### src/rtl/key_pkg.sv
// Shared types and constants for the pushbutton conditioning path.
package key_pkg;

  typedef enum logic [1:0] {REL, PRESS_CHK, HELD, REL_CHK} key_state_t;

  localparam int DEBOUNCE_SIM     = 4;
  localparam int DEBOUNCE_DEFAULT = 50000;

endpackage

### src/rtl/key_debounce_ch.sv
// One pushbutton channel: two-flop synchronizer, consecutive-sample
// debounce FSM, and registered level / press / release pulse outputs.
module key_debounce_ch
  import key_pkg::*;
#(
  parameter int DEBOUNCE_CYCLES = DEBOUNCE_DEFAULT,
  parameter int CNT_W           = $clog2(DEBOUNCE_CYCLES + 1)
) (
  input  logic i_clk,
  input  logic i_rst_n,
  input  logic i_key_n,
  output logic o_pressed,
  output logic o_press_pulse,
  output logic o_release_pulse
);

  // The counter holds how many agreeing samples have been seen so far; the
  // sample that would make it DEBOUNCE_CYCLES is accepted on the same edge,
  // so pressed rises DEBOUNCE_CYCLES+2 edges after key_n is first sampled.
  localparam logic [CNT_W-1:0] LP_LAST = CNT_W'(DEBOUNCE_CYCLES - 1);
  localparam logic [CNT_W-1:0] LP_ONE  = CNT_W'(1);

  logic             r_sync1;
  logic             r_sync2;
  logic [CNT_W-1:0] r_cnt;
  key_state_t       r_state;

  // Two-flop synchronizer; idles at 1 (released) out of reset.
  always_ff @(posedge i_clk or negedge i_rst_n) begin
    if (!i_rst_n) begin
      r_sync1 <= 1'b1;
      r_sync2 <= 1'b1;
    end else begin
      r_sync1 <= i_key_n;
      r_sync2 <= r_sync1;
    end
  end

  // Debounce FSM with registered level and single-cycle pulses.
  always_ff @(posedge i_clk or negedge i_rst_n) begin
    if (!i_rst_n) begin
      r_state         <= REL;
      r_cnt           <= '0;
      o_pressed       <= 1'b0;
      o_press_pulse   <= 1'b0;
      o_release_pulse <= 1'b0;
    end else begin
      o_press_pulse   <= 1'b0;
      o_release_pulse <= 1'b0;
      case (r_state)
        REL: begin
          if (!r_sync2) begin
            if (LP_LAST == '0) begin
              // Single-sample qualification accepts immediately.
              r_state       <= HELD;
              r_cnt         <= '0;
              o_pressed     <= 1'b1;
              o_press_pulse <= 1'b1;
            end else begin
              r_state <= PRESS_CHK;
              r_cnt   <= LP_ONE;
            end
          end
        end
        PRESS_CHK: begin
          if (r_sync2) begin
            r_state <= REL;
            r_cnt   <= '0;
          end else if (r_cnt == LP_LAST) begin
            r_state       <= HELD;
            r_cnt         <= '0;
            o_pressed     <= 1'b1;
            o_press_pulse <= 1'b1;
          end else begin
            r_cnt <= r_cnt + LP_ONE;
          end
        end
        HELD: begin
          if (r_sync2) begin
            if (LP_LAST == '0) begin
              r_state         <= REL;
              r_cnt           <= '0;
              o_pressed       <= 1'b0;
              o_release_pulse <= 1'b1;
            end else begin
              r_state <= REL_CHK;
              r_cnt   <= LP_ONE;
            end
          end
        end
        REL_CHK: begin
          if (!r_sync2) begin
            r_state <= HELD;
            r_cnt   <= '0;
          end else if (r_cnt == LP_LAST) begin
            r_state         <= REL;
            r_cnt           <= '0;
            o_pressed       <= 1'b0;
            o_release_pulse <= 1'b1;
          end else begin
            r_cnt <= r_cnt + LP_ONE;
          end
        end
        default: begin
          r_state   <= REL;
          r_cnt     <= '0;
          o_pressed <= 1'b0;
        end
      endcase
    end
  end

endmodule

### src/rtl/key_conditioner.sv
// Array of independent debounced pushbutton channels.
module key_conditioner
  import key_pkg::*;
#(
  parameter int NUM_KEYS        = 3,
  parameter int DEBOUNCE_CYCLES = DEBOUNCE_DEFAULT,
  parameter int CNT_W           = $clog2(DEBOUNCE_CYCLES + 1)
) (
  input  logic                Clk,
  input  logic                Reset,
  input  logic [NUM_KEYS-1:0] key_n,
  output logic [NUM_KEYS-1:0] pressed,
  output logic [NUM_KEYS-1:0] press_pulse,
  output logic [NUM_KEYS-1:0] release_pulse
);

  for (genvar g = 0; g < NUM_KEYS; g++) begin : g_ch
    key_debounce_ch #(
      .DEBOUNCE_CYCLES(DEBOUNCE_CYCLES),
      .CNT_W          (CNT_W)
    ) u_ch (
      .i_clk          (Clk),
      .i_rst_n        (Reset),
      .i_key_n        (key_n[g]),
      .o_pressed      (pressed[g]),
      .o_press_pulse  (press_pulse[g]),
      .o_release_pulse(release_pulse[g])
    );
  end

endmodule
### config.mk
export PLATFORM = sky130hd
export DESIGN_NAME = key_conditioner
export DESIGN_NICKNAME = d
export VERILOG_FILES = /design/src/rtl/key_pkg.sv /design/src/rtl/key_debounce_ch.sv /design/src/rtl/key_conditioner.sv
export SDC_FILE = /design/constraint.sdc
export NUM_CORES = 1
export LEC_CHECK = 0
export ABC_AREA = 1
export BUFFER_PORTS_ARGS = -buffer_cell sky130_fd_sc_hd__buf_2
export CAP_MARGIN = 25
export CELL_PAD_IN_SITES_DETAIL_PLACEMENT = 1
export CELL_PAD_IN_SITES_GLOBAL_PLACEMENT = 1
export CORE_UTILIZATION = 41
export CTS_CLUSTER_SIZE = 28
export DETAILED_ROUTE_END_ITERATION = 6
export PLACE_DENSITY_LB_ADDON = 0.1
export SLEW_MARGIN = 10
export SYNTH_ARGS = -nofsm -noshare
export SYNTH_HDL_FRONTEND = slang
export SYNTH_HIERARCHICAL = 1
export SYNTH_SLANG_ARGS = --single-unit
### constraint.sdc
create_clock -name Clk -period 1.4 [get_ports Clk]
set_clock_uncertainty 0.1 [all_clocks]
set_input_delay 0.14 -clock Clk [delete_from_list [all_inputs] [get_ports Clk]]
set_output_delay 0.14 -clock Clk [all_outputs]
set_load 0.02 [all_outputs]
Yosys cells after proc, flatten, opt, wreduce, memory -nomap -nowiden:

Index checks and enable logic that the tools add are counted.
W data, S select, Z words.

* flip-flop bits (word level): 69
* output and inout port bits: 9
* input port bits: 5
* word-level logic and storage cells: 144

* muxes and demuxes: 69
* equal/unequal tests: 36
* reduce and logical (&&, ||, !) cells: 15
* add/subtract/negate cells: 3

Operators with widths (number)
* $mux W16: 15
* $pmux W16 S4: 3
* $add A16 B1 Y16 const B: 3
* $eq A16 B16 Y1 const B: 3
* $mux W2: 18
* $mux W1: 27
* $ne A2 B1 Y1 const B: 12
* $pmux W2 S4: 3
* $reduce_and A5 Y1: 3
* $eq A2 B2 Y1 const B: 6
* $ne A2 B2 Y1 const B: 6
* $reduce_and A4 Y1: 3
* $ne A3 B1 Y1 const B: 3
* $ne A3 B3 Y1 const B: 3
* $eq A2 B1 Y1 const B: 3
* $logic_not A2 Y1: 3
* $pmux W1 S2: 3
* $reduce_and A2 Y1: 3
* $reduce_bool A2 Y1: 3

Longest topological paths before layout:

Gate-level depths: netlist of the first run.

* depth after elaboration: 4
* depth in mapped cells: 9
* mapped depth without buffers: 9

Modules after synthesis:

The synthesis of the first run kept the hierarchy.

By module, submodules not included
* key_debounce_ch at g_ch[0].u_ch ...: times used 2, cells each 185, seq. area each 578.1 µm², area an instance 1333.8 µm²
* key_debounce_ch at g_ch[2].u_ch: times used 1, cells each 187, seq. area each 578.1 µm², area an instance 1353.8 µm²

Least setup slack after synthesis of the first run:

No wires, ideal clock.

* kind: register to register
* start: reg g_ch[2].u_ch.r_cnt[0]
* end: reg g_ch[2].u_ch.r_cnt[12]
* buffers on the path: 0
* setup time: 0.065 ns
* clock period less this slack: 1.436 ns
* stages on the path, launching flop included: 9
* data required time: 1.235 ns
* arrival time: 1.271 ns
* setup slack: -0.036 ns
* cells stage by stage: dfrtp_1 -> ha_1 -> nand2_2 -> nor2_4 -> nand3_1 -> nor2_1 -> nor2_2 -> nand3_1 -> nand2_1

* cells in the longest elaborated chain, start to end: 4
* elaborated cells on any way between the ends: 6
* classes of those cells: add/sub (1); eq/ne (1); mux (4)

Ends and longest elaborated chain
* from (decl): RTL line key_debounce_ch.sv:25 `logic [CNT_W-1:0] r_cnt;`
* from (signal assigned): RTL line key_debounce_ch.sv:75 `r_cnt <= r_cnt + LP_ONE;`
* from (signal assigned): RTL line key_debounce_ch.sv:101 `r_cnt <= r_cnt + LP_ONE;`
* $add A16 B1 Y16 / $eq A16 B16 Y1 (equally long branches)
* $mux W16 (*): RTL line key_debounce_ch.sv:69, key_debounce_ch.sv:95
* $mux W16 (on tied branches): RTL line key_debounce_ch.sv:92, key_debounce_ch.sv:66
* $pmux W16 S4 (*): RTL line key_debounce_ch.sv:50 `case (r_state)`

Mark *: on every way between the ends. The rest lies on a longest branch, timed or not.
A chain may end at the register's enable or synchronous reset.

Final worst setup path of the first run:

* start: reg g_ch[2].u_ch.r_sync2
* end: reg g_ch[2].u_ch.r_cnt[4]

* cells in the longest elaborated chain, start to end: 2
* elaborated cells on any way between the ends: 6
* classes of those cells: eq/ne (2); mux (3); reduce/logical (1)

Ends and longest elaborated chain
* from (decl): RTL line key_debounce_ch.sv:24 `logic r_sync2;`
* from (signal assigned): RTL line key_debounce_ch.sv:35 `r_sync2 <= r_sync1;`
* $mux W16 (tied with other cells): RTL line key_debounce_ch.sv:92 `if (!r_sync2) begin`
* $pmux W16 S4 / $reduce_and A2 Y1 (equally long branches)

Several ways; a longest one is shown, not always the timed one.

==> results of run 1 <==
layer usage:
metal  vias to the layer above  share of wire  track usage
met1                      2559           0.36        0.401
met2                       344           0.48        0.624
li1                       2085              -            -
met3                       161          0.082       0.0513
met5                         -              0            0
met4                         0          0.082        0.203
registers in the layout, summed over array words and instances (netlist names), named ones only:
| register | count |
|---|---|
| g_ch.u_ch/o_press_pulse | 3 |
| g_ch.u_ch/o_release_pulse | 3 |
| g_ch.u_ch/r_state | 3 |
| g_ch.u_ch/r_cnt | 48 |
| g_ch.u_ch/o_pressed | 3 |
| g_ch.u_ch/r_sync2 | 3 |
| g_ch.u_ch/r_sync1 | 3 |
critical path: stages (launching register included):
cell     delay, ns
dfstp_2       0.60
inv_2         0.06
nand2_2       0.08
nand2_4       0.07
buf_6         0.12
nor2_4        0.17
inv_4         0.08
o22ai_1       0.35
timing repair:
item                                    4_1_cts  5_1_grt
hold buffers                                  4        0
pin swaps                                    43       44
resized for setup                           136      131
hold endpoints to repair                     69        0
buffers inserted                             25       14
cloned                                        3        2
endpoints found under the setup margin       59       63
Yosys cell counts:
cell type / n / area, um2
nand3_1: 62 / 310
o21bai_1: 16 / 120
o21bai_2: 1 / 11.3
buf_2: 6 / 30.0
nor2_1: 69 / 259
nand2_1: 174 / 653
o21ai_1: 3 / 15.0
dfrtp_1: 63 / 1580
inv_1: 63 / 236
nand2_4: 4 / 45.0
dfstp_2: 6 / 158
o21ai_0: 16 / 80.1
nor3_1: 4 / 20.0
xnor2_1: 3 / 26.3
o22ai_1: 13 / 81.3
nand2_2: 18 / 113
ha_1: 3 / 37.5
xor2_1: 3 / 26.3
nor2_4: 6 / 67.6
nand4_1: 11 / 68.8
buf_6: 1 / 11.3
nor2_2: 12 / 75.1
worst max path at each step:
stage	from	endpoint	slack, ns
6_report	g_ch[2].u_ch/r_sync2$_DFF_PN1_	g_ch[2].u_ch/r_cnt[4]$_DFFE_PN0P_	-0.40
5_1_grt	g_ch[2].u_ch/r_sync2$_DFF_PN1_	g_ch[2].u_ch/r_cnt[4]$_DFFE_PN0P_	-0.57
4_1_cts	g_ch[2].u_ch/r_sync2$_DFF_PN1_	g_ch[2].u_ch/r_cnt[0]$_DFFE_PN0P_	-0.09
3_5_place_dp	g_ch[2].u_ch/r_sync2$_DFF_PN1_	g_ch[2].u_ch/r_cnt[0]$_DFFE_PN0P_	-0.28
3_3_place_gp	g_ch[0].u_ch/r_cnt[1]$_DFFE_PN0P_	g_ch[0].u_ch/r_cnt[10]$_DFFE_PN0P_	-0.24
2_1_floorplan	g_ch[0].u_ch/r_cnt[1]$_DFFE_PN0P_	g_ch[0].u_ch/r_cnt[10]$_DFFE_PN0P_	0.003
final cells by class:
class | instances | area [um2] | area share
well taps | 129 | 161 | 0.0252
flip-flops and latches | 69 | 1750 | 0.273
clock inverters | 5 | 58.8 | 0.00917
clock buffers | 11 | 151 | 0.0236
multi-input cells | 421 | 2890 | 0.450
repair buffers | 142 | 1150 | 0.180
inverters | 63 | 251 | 0.0392
report_power, final:
group          switching, mW  leakage (nW)  internal, mW
Clock                  0.952         0.102         0.923
Sequential             0.333         0.905          2.18
Combinational           2.15          2.05          1.25
cell families after synthesis:
family	share of synthesized area
buf+inv	0.0691
compound gates	0.0765
fa+ha+maj	0.00934
flops	0.431
simple gates	0.401
xor+xnor	0.0131
through the flow:
| stage | setup slack [ns] | hold slack, ns | cells | area, um2 |
|---|---|---|---|---|
| CTS | -0.0943 | 0.138 | 824 | 5780 |
| global placement | -0.240 | -0.0299 | 776 | 4880 |
| global route | -0.569 | 0.163 | 840 | 6410 |
| floorplan | 0.00278 | -0.256 | 557 | 4030 |
| finish | -0.397 | 0.136 | 840 | 6410 |
| detailed placement | -0.278 | -0.0218 | 776 | 4880 |
==> flow_summary.toml, run 1 <==
[status]
status = "finished with violations"
violations = "negative setup slack"

[floorplanning]
start_util = 0.429
core_area_um2 = 9370
die_w_um = 101
boundaryPins = 14
die-area_um2 = 10200
fp.dieH_um = 101
num_rows = 35

[timing]
setup_ws_ns = -0.397
worst_slew_pin_slew_ns = 0.393
period_share = 1.28
final_max_slew_viol_count = 0
rsz0062_at_grt = "yes"
relSlewSlack = 0.736
tns_ns = -11.87
fmax_mhz = 557
setup_viol = 63
hold_viol = 0
post-route-min-period_ns = 1.80

[setup_path]
r2r_start = "g_ch[2].u_ch/r_sync2$_DFF_PN1_"
cp-end-kind = "flip-flop"
crit_arrival_ns = 1.92
required_ns = 1.52
crit_type = "reg2reg"
worst-r2r-setup-slack_ns = -0.40
crit_fanout = 6
startpoint_type = "flip-flop"
worst_r2r_path_depth = 7
reg2reg_to = "g_ch[2].u_ch/r_cnt[4]$_DFFE_PN0P_"

[detailed_routing]
drtIter0Drc = 308
drc = 0
num_vias = 5149
wirelength_um = 23100
drtPass1Iterations = 6
avgRoutedWirePerCell_um = 27.6
via_per_inst = 6.13
drtAntennaViolNets = 0

[cts]
clkTransAtPathRegs_ns = 0.11
cts.path.max_buffers = 2
cts_buffers = 9
cts_tree = "done"
cts-htree-levels = 3
cts-root-buf = "clkbuf_8"
insertion_delay_ns = 0.38
cts_sinks = 69

[grt]
grt_first_pass_wirelength_um = 26800
antenna_found_initial = 0
grt_pass1_vias = 5085
grt_use_total = 0.351
grt_max_degree = 26
overflow = 0

[logic_synthesis]
ys_types = 22
synth-seq-cells = 69
yosysSeqAreaShare = 0.431
ys_warn_count = 6
syn-num-nets = 565
netlist_instances = 557
synth_area_um2 = 4020
avgSynthCellArea_um2 = 7.22

[placement]
routabilityCongestion = 0.829
place.port_buffers = 13
hpwlAfterDp_um = 8970

[final_layout]
drive_gt1_frac = 0.504
post-route-util = 0.684
finalNetCount = 714
synthToLayoutAreaGrowth_pct = 59.4
fillers = 1119
layout_common_cells = "nand2_1, buf_4, dfrtp_1"
final_common_cell = "nand2_1"
n_antenna_cell = 0

[hold_path]
min_path_type = "in2async"

[power]
total_power_mw = 7.79
ir_worst_vdd_v = 0.000992
leakagePower_nw = 3.06
powerDensity_nw_per_um2 = 1220

[flow_run]
max_cap_viol_count = 0
Power figures use the tool's default switching activity.
==> run 2: changes to the inputs <==
Settings changed: ABC_AREA 1 to default, CORE_UTILIZATION 41 to 43.
==> run 2 against run 1 <==
Net effect: fmax is 18% lower; sequential share of layout area is 3.4 points higher; register-to-register slack worse by 0.39 ns; utilization is 4.0 points higher; largest cell class unchanged; the run still ends with negative setup slack left; total power is 15% higher; final cell count is 27% lower; die area is 17% lower.
==> flow_summary.toml, run 2 <==
[setup_path]
worst-r2r-setup-slack_ns = -0.78
r2r_start = "g_ch[2].u_ch/r_cnt[10]$_DFFE_PN0P_"
worst_r2r_path_depth = 6
critPathTopFamily = "simple AND/OR/NAND/NOR gates"
startpoint_type = "flip-flop"
crit_buf_inv = 1
cp-end-kind = "flip-flop"
cpPeakStageDelay_ns = 0.56
crit_type = "reg2reg"
required_ns = 1.53
reg2reg_to = "g_ch[2].u_ch/r_cnt[12]$_DFFE_PN0P_"
slowest_stage = "or4b_4"
crit_fanout = 22
crit_arrival_ns = 2.31
crit_chain = "or4b_4 > nor4_4 > buf_4 > nor2_4 > a41oi_1 > a31oi_1"

[logic_synthesis]
ys_types = 48
synth_edf_count = 0
synthArstFlopShare = 1.00
ys_warn_count = 6
avgSynthCellArea_um2 = 9.59
syn-num-nets = 372
synth_area_leader_cell = "dfrtp_1"
synthTopCellsByArea = "dfrtp_1, a31oi_1, nand2_1"
synth-seq-cells = 69
synth_area_um2 = 3490
synth_top_area_frac = 0.452
yosys-top-cells-count = "dfrtp_1, nand2_1, nand3_1"
yosysMostFrequentCell = "dfrtp_1"
ys.flop_type = "dfrtp_1"
netlist_instances = 364
yosysSeqAreaShare = 0.497

[timing]
period_share = 1.56
rsz0062_at_grt = "yes"
setup_ws_ns = -0.785
setup_viol = 63
post-route-min-period_ns = 2.18
final_max_slew_viol_count = 0
worst_slew_pin_slew_ns = 0.648
hold_viol = 0
fmax_mhz = 458
relSlewSlack = 0.566

[power]
p_int_mw = 5.13
p_seq_frac = 0.274
ir_worst_vdd_v = 0.00127
powerDensity_nw_per_um2 = 1590
p_clk_frac = 0.208
switchingPower_mw = 3.87
p_comb_frac = 0.518
leakagePower_nw = 2.54
swShare = 0.430

[floorplanning]
num_rows = 32
start_util = 0.447
fp.dieH_um = 92.1
core_area_um2 = 7810
die_w_um = 92.1
boundaryPins = 14
die-area_um2 = 8480

[grt]
grt_max_degree = 39
grt_use_total = 0.341
grt_pass1_vias = 4042
overflow = 0
antenna_found_initial = 0
grt_first_pass_wirelength_um = 21700

[cts]
cts_tree = "done"
cts-root-buf = "clkbuf_8"
cts-htree-levels = 3
cts.path.max_buffers = 2
cts_buffers = 9
insertion_delay_ns = 0.38
clkTransAtPathRegs_ns = 0.09
cts_sinks = 69

[final_layout]
largest_reg_flops = 48
top_register = "g_ch.u_ch/r_cnt"
fillers = 798
synthToLayoutAreaGrowth_pct = 62.0
post-route-util = 0.724
finalNetCount = 514
final_common_cell = "buf_4"
drive_gt1_frac = 0.571
n_antenna_cell = 0
finalInstanceArea_um2 = 5650
layout_common_cells = "buf_4, dfrtp_1, nand2_1"

[detailed_routing]
via_per_inst = 6.67
drtIter0Drc = 315
drtAntennaViolNets = 0
drtPass1Iterations = 5
avgRoutedWirePerCell_um = 29.5
num_vias = 4086
drc = 0
wirelength_um = 18100

[placement]
placed_area_um2 = 4630
place.port_buffers = 13
routabilityCongestion = 0.799
hpwlAfterDp_um = 7380

[status]
status = "finished with violations"
violations = "negative setup slack"

[hold_path]
min_path_type = "in2async"

[flow_run]
max_cap_viol_count = 0
run 2: area by class of cell:
class                      instances  area (um2)  area share
multi-input combinational        271        2300       0.406
sequential                        69        1730       0.307
timing repair buffer             146        1250       0.221
tap                              102         128      0.0226
clock buffer                       9         124      0.0219
clock inverter                     7        90.1      0.0159
inverter                           9        33.8     0.00597
run 2: worst reg2reg max path, cell delays in order (launching register included):
cell	delay (ns)
dfrtp_1	0.41
or4b_4	0.56
nor4_4	0.28
buf_4	0.18
nor2_4	0.11
a41oi_1	0.29
a31oi_1	0.10
run 2: worst max path at each step:
stage,startpoint,endpoint,cells past startpoint
after CTS,g_ch[2].u_ch/r_cnt[13]$_DFFE_PN0P_,flip-flop,7
after detailed placement,g_ch[2].u_ch/r_sync2$_DFF_PN1_,g_ch[2].u_ch/r_cnt[12]$_DFFE_PN0P_,5
after floorplan,g_ch[2].u_ch/r_cnt[11]$_DFFE_PN0P_,g_ch[2].u_ch/r_cnt[1]$_DFFE_PN0P_,5
final,g_ch[2].u_ch/r_cnt[10]$_DFFE_PN0P_,g_ch[2].u_ch/r_cnt[12]$_DFFE_PN0P_,6
after global routing,g_ch[2].u_ch/r_cnt[0]$_DFFE_PN0P_,g_ch[2].u_ch/r_cnt[12]$_DFFE_PN0P_,7
after global placement,g_ch[2].u_ch/r_sync2$_DFF_PN1_,g_ch[2].u_ch/r_cnt[12]$_DFFE_PN0P_,5
run 2: power groups by stage:
| stage | registers (mW) | clock network [mW] | logic [mW] |
|---|---|---|---|
| finish | 2.47 | 1.87 | 4.66 |
| CTS | 2.38 | 1.83 | 3.71 |
| floorplan | 2.43 | 0 | 1.88 |
| global placement | 2.39 | 0 | 2.73 |
| global route | 2.47 | 1.95 | 4.78 |
| detailed placement | 2.40 | 0 | 2.86 |
run 2: timing repair:
item | in CTS | in global routing
setup endpoints to repair | 63 | 63
pin swaps | 39 | 30
hold buffers | 4 | 0
resized for setup | 68 | 56
hold endpoints to repair | 66 | 0
gates cloned | 3 | 1
setup buffers | 14 | 9
run 2: cell families after synthesis:
kind of cell               synth area share
DFF                                   0.497
buffers and inverters                0.0391
muxes                               0.00861
and+or+nand+nor                       0.262
xor gates and xnor gates            0.00753
adders and majority gates            0.0108
AOI/OAI and AO/OA                     0.175
run 2: through the flow:
step | hold slack (ns) | setup slack, ns | TNS (ns) | power, mW | std cells
6_report | 0.0848 | -0.785 | -31.24 | 9.00 | 613
5_1_grt | 0.112 | -0.828 | -33.24 | 9.19 | 613
4_1_cts | 0.0893 | -0.608 | -23.24 | 7.92 | 607
3_5_place_dp | -0.0656 | -0.695 | -30.35 | 5.26 | 570
3_3_place_gp | -0.0615 | -0.604 | -27.34 | 5.11 | 570
2_1_floorplan | -0.256 | -0.538 | -20.16 | 4.30 | 364
run 2: routing by layer:
| layer | wire, um | track usage | up-vias |
|---|---|---|---|
| li1 | - | - | 1640 |
| met1 | 6340 | 0.375 | 2038 |
| met2 | 9120 | 0.652 | 293 |
| met3 | 1220 | 0.0605 | 115 |
| met4 | 1410 | 0.117 | 0 |
| met5 | 0 | 0 | - |
==> run 3: changes to the inputs <==
Settings changed: BUFFER_PORTS_ARGS -buffer_cell sky130_fd_sc_hd__buf_2 to default, CORE_UTILIZATION 43 to 45, DONT_BUFFER_PORTS from default to 1.
==> run 3 against run 2 <==
Net effect: area after synthesis unchanged; the run now fails in 5_1_grt; synthesized cell count unchanged.
==> flow_summary.toml, run 3 <==
[logic_synthesis]
synth_area_um2 = 3490
synth_area_leader_cell = "dfrtp_1"
ys.flop_type = "dfrtp_1"
synth_edf_count = 0
synthAdderAreaFrac = 0.0108
synthMuxAreaShare = 0.00861
ys_types = 48
synthTopCellsByArea = "dfrtp_1, a31oi_1, nand2_1"
ys_warn_count = 6
netlist_instances = 364
syn-num-nets = 372
synthXorXnorAreaFrac = 0.00753
avgSynthCellArea_um2 = 9.59
yosys-top-cells-count = "dfrtp_1, nand2_1, nand3_1"
yosysSeqAreaShare = 0.497
synth-seq-cells = 69
synth-compound-area-share = 0.175
synthArstFlopShare = 1.00
yosysMostFrequentCell = "dfrtp_1"
yosys.area_share.simple = 0.262
synth_top_area_frac = 0.452
synth_top_family_by_area = "simple AND/OR/NAND/NOR gates"

[placement]
place.port_buffers = 0
routabilityCongestion = 0.795
dp.cells = 554
dp_slack_ns = -0.691
hpwlAfterDp_um = 7570

[grt]
antenna_found_initial = 0
grt_max_degree = 70

[cts]
cts_sinks = 69
cts.path.max_buffers = 2
cts-root-buf = "clkbuf_8"
cts_buffers = 9
cts-htree-levels = 3

[status]
error_line = "[ERROR DPL-0033] detailed placement checks failed during check placement."
status = "did not finish"
stop_stage = "5_1_grt"

[floorplanning]
fp.dieH_um = 90.1
start_util = 0.474
die_w_um = 90.1
boundaryPins = 14
num_rows = 31

[timing]
grt_worst_setup_endpoint = "g_ch[2].u_ch/_195_/D"
worst_endpoint_kind = "register data pin"
==> run 3: cell counts after synthesis <==
Identical to the previous run, type by type.
==> run 3: repair_timing <==
item                                    in CTS
gates resized for setup                     87
cloned                                       6
endpoints found under the hold margin       72
hold buffers                                 3
endpoints found under the setup margin      63
buffers inserted                            20
pin swaps                                   49
==> run 3: cell families after synthesis <==
kind of cell               after synthesis
DFF                                     69
and+or+nand+nor                        163
xor gates and xnor gates                 3
buffers and inverters                   26
AOI/OAI and AO/OA                       97
muxes                                    3
adders and majority gates                3
==> run 3: stage by stage <==
| stage | TNS, ns | instance area [um2] |
|---|---|---|
| after floorplan | -20.16 | 3760 |
| after global placement | -25.16 | 4530 |
| after detailed placement | -30.44 | 4530 |
| after CTS | -22.70 | 5380 |
==> run 4: changes to the inputs <==
Settings changed: CELL_PAD_IN_SITES_DETAIL_PLACEMENT 1 to default, CELL_PAD_IN_SITES_GLOBAL_PLACEMENT 1 to default, CORE_UTILIZATION 45 to 40, CTS_CLUSTER_SIZE 28 to default, PLACE_DENSITY_LB_ADDON 0.1 to 0.15.
Clock period 1.4 ns to 1.8 ns, I/O delays scaled along.
==> run 4 against run 3 <==
Net effect: the flow now finishes, with violations (negative hold slack, negative setup slack).
==> flow_summary.toml, run 4 (synthesized netlist as in run 2, its figures left out) <==
[detailed_routing]
drc = 0
avgRoutedWirePerCell_um = 15.7
via_per_inst = 5.68
num_vias = 3219
drtIter0Drc = 218
wirelength_um = 8880
drtPass1Iterations = 5
drtAntennaViolNets = 0

[final_layout]
top_register = "g_ch.u_ch/r_cnt"
fillers = 757
synthToLayoutAreaGrowth_pct = 35.3
finalNonFillerCells = 567
drive_gt1_frac = 0.394
finalNetCount = 465
finalInstanceArea_um2 = 4720
final_common_cell = "buf_4"
n_antenna_cell = 0
layout_common_cells = "buf_4, dfrtp_1, nand2_1"
largest_reg_flops = 48

[grt]
grt_first_pass_wirelength_um = 14500
overflow = 0
antenna_found_initial = 0
grt_max_degree = 70
grt_pass1_vias = 3140
grt_use_total = 0.207

[cts]
cts.path.max_buffers = 2
cts-root-buf = "clkbuf_8"
hold_buffers = 3
cts_buffers = 9
insertion_delay_ns = 0.35
clkTransAtPathRegs_ns = 0.09
cts_tree = "done"
cts_sinks = 69
cts-htree-levels = 3

[flow_run]
max_cap_viol_count = 0

[timing]
hold_viol = 69
rsz0062_at_grt = "yes"
fmax_mhz = 504
final_max_slew_viol_count = 0
post-route-min-period_ns = 1.99
hold_ws_ns = -0.589
setup_ws_ns = -0.186
period_share = 1.10
worst_slew_pin_slew_ns = 0.319
setup_viol = 21
relSlewSlack = 0.787

[power]
p_comb_frac = 0.415
leakagePower_nw = 2.06
powerDensity_nw_per_um2 = 1160
p_clk_frac = 0.242
swShare = 0.380
p_int_mw = 3.41
p_seq_frac = 0.343
ir_worst_vdd_v = 0.000699
switchingPower_mw = 2.09

[setup_path]
startpoint_type = "flip-flop"
cp-end-kind = "flip-flop"
critPathTopFamily = "simple AND/OR/NAND/NOR gates"
slowest_stage = "or4b_4"
required_ns = 1.98
worst_r2r_path_depth = 7
crit_type = "reg2reg"
cpPeakStageDelay_ns = 0.55
worst-r2r-setup-slack_ns = -0.19
crit_chain = "or4b_4 > nor4_4 > buf_4 > or2_4 > buf_6 > a21oi_2 > a31oi_2"
critical_path_depth = 7
crit_arrival_ns = 2.16
crit_buf_inv = 2
crit_fanout = 5

[floorplanning]
fp.dieH_um = 95.4
num_rows = 33
boundaryPins = 14
start_util = 0.418
die-area_um2 = 9100
die_w_um = 95.4
core_area_um2 = 8340

[placement]
hpwlAfterDp_um = 5500
placed_area_um2 = 4100
routabilityCongestion = 0.795
place.port_buffers = 0
dp_slack_ns = -0.261
dp.cells = 525

[status]
status = "finished with violations"
violations = "negative hold slack, negative setup slack"

[hold_path]
min_path_type = "in2async"
run 4: layer usage:
layer  GRT usage  share of wire  vias up
met5           0              0        -
met4      0.0871          0.019        0
met3      0.0359          0.051       14
met2       0.321           0.46       99
met1       0.284           0.47     1555
li1            -              -     1551
run 4: path summary, 6_finish.rpt:
check	endpoint	start
worst max-delay path	flip-flop	g_ch[2].u_ch/r_cnt[7]$_DFFE_PN0P_
worst min-delay path	g_ch[1].u_ch/r_cnt[6]$_DFFE_PN0P_	Reset
worst max register to register	flip-flop	g_ch[2].u_ch/r_cnt[7]$_DFFE_PN0P_
worst min register to register	g_ch[1].u_ch/r_sync2$_DFF_PN1_	g_ch[1].u_ch/r_sync1$_DFF_PN1_
max in group asynchronous	g_ch[0].u_ch/r_sync2$_DFF_PN1_	Reset
min in group Clk	g_ch[1].u_ch/r_sync2$_DFF_PN1_	g_ch[1].u_ch/r_sync1$_DFF_PN1_
run 4: timing repair:
action	CTS	global route
endpoints found under the setup margin	45	53
setup buffers	12	8
cloned	3	1
pin swaps	24	21
resized for setup	21	32
endpoints found under the hold margin	72	69
run 4: metrics by stage:
step                hold slack, ns  total power [mW]  utilization  TNS, ns
finish                      -0.589              5.50        0.566    -2.67
CTS                         -0.605              5.31        0.543    -2.68
global route                -0.608              5.83        0.566    -5.00
floorplan                   -0.216              3.09            -    -1.99
global placement            -0.214              3.63        0.492    -3.92
detailed placement          -0.214              3.66        0.492    -4.65
run 4: worst reg2reg max path: stages, from the launching register on:
cell and delay [ns]:
dfrtp_1 0.39, or4b_4 0.55, nor4_4 0.28, buf_4 0.16
or2_4 0.12, buf_6 0.12, a21oi_2 0.06, a31oi_2 0.14
run 4: power groups by stage:
stage / Sequential, mW / Clock, mW / Combinational (mW)
3_5_place_dp: 1.90 / 0 / 1.76
2_1_floorplan: 1.87 / 0 / 1.22
3_3_place_gp: 1.89 / 0 / 1.73
5_1_grt: 1.91 / 1.44 / 2.48
4_1_cts: 1.87 / 1.38 / 2.06
6_report: 1.89 / 1.33 / 2.28
run 4: final cells by class:
cell class | instances | area (um2) | share of cell area
multi-input cells | 273 | 1850 | 0.392
flip-flops and latches | 69 | 1730 | 0.367
repair buffers | 95 | 763 | 0.162
well taps | 105 | 131 | 0.0278
clock buffers | 9 | 124 | 0.0262
clock inverters | 7 | 82.6 | 0.0175
inverters | 9 | 33.8 | 0.00715
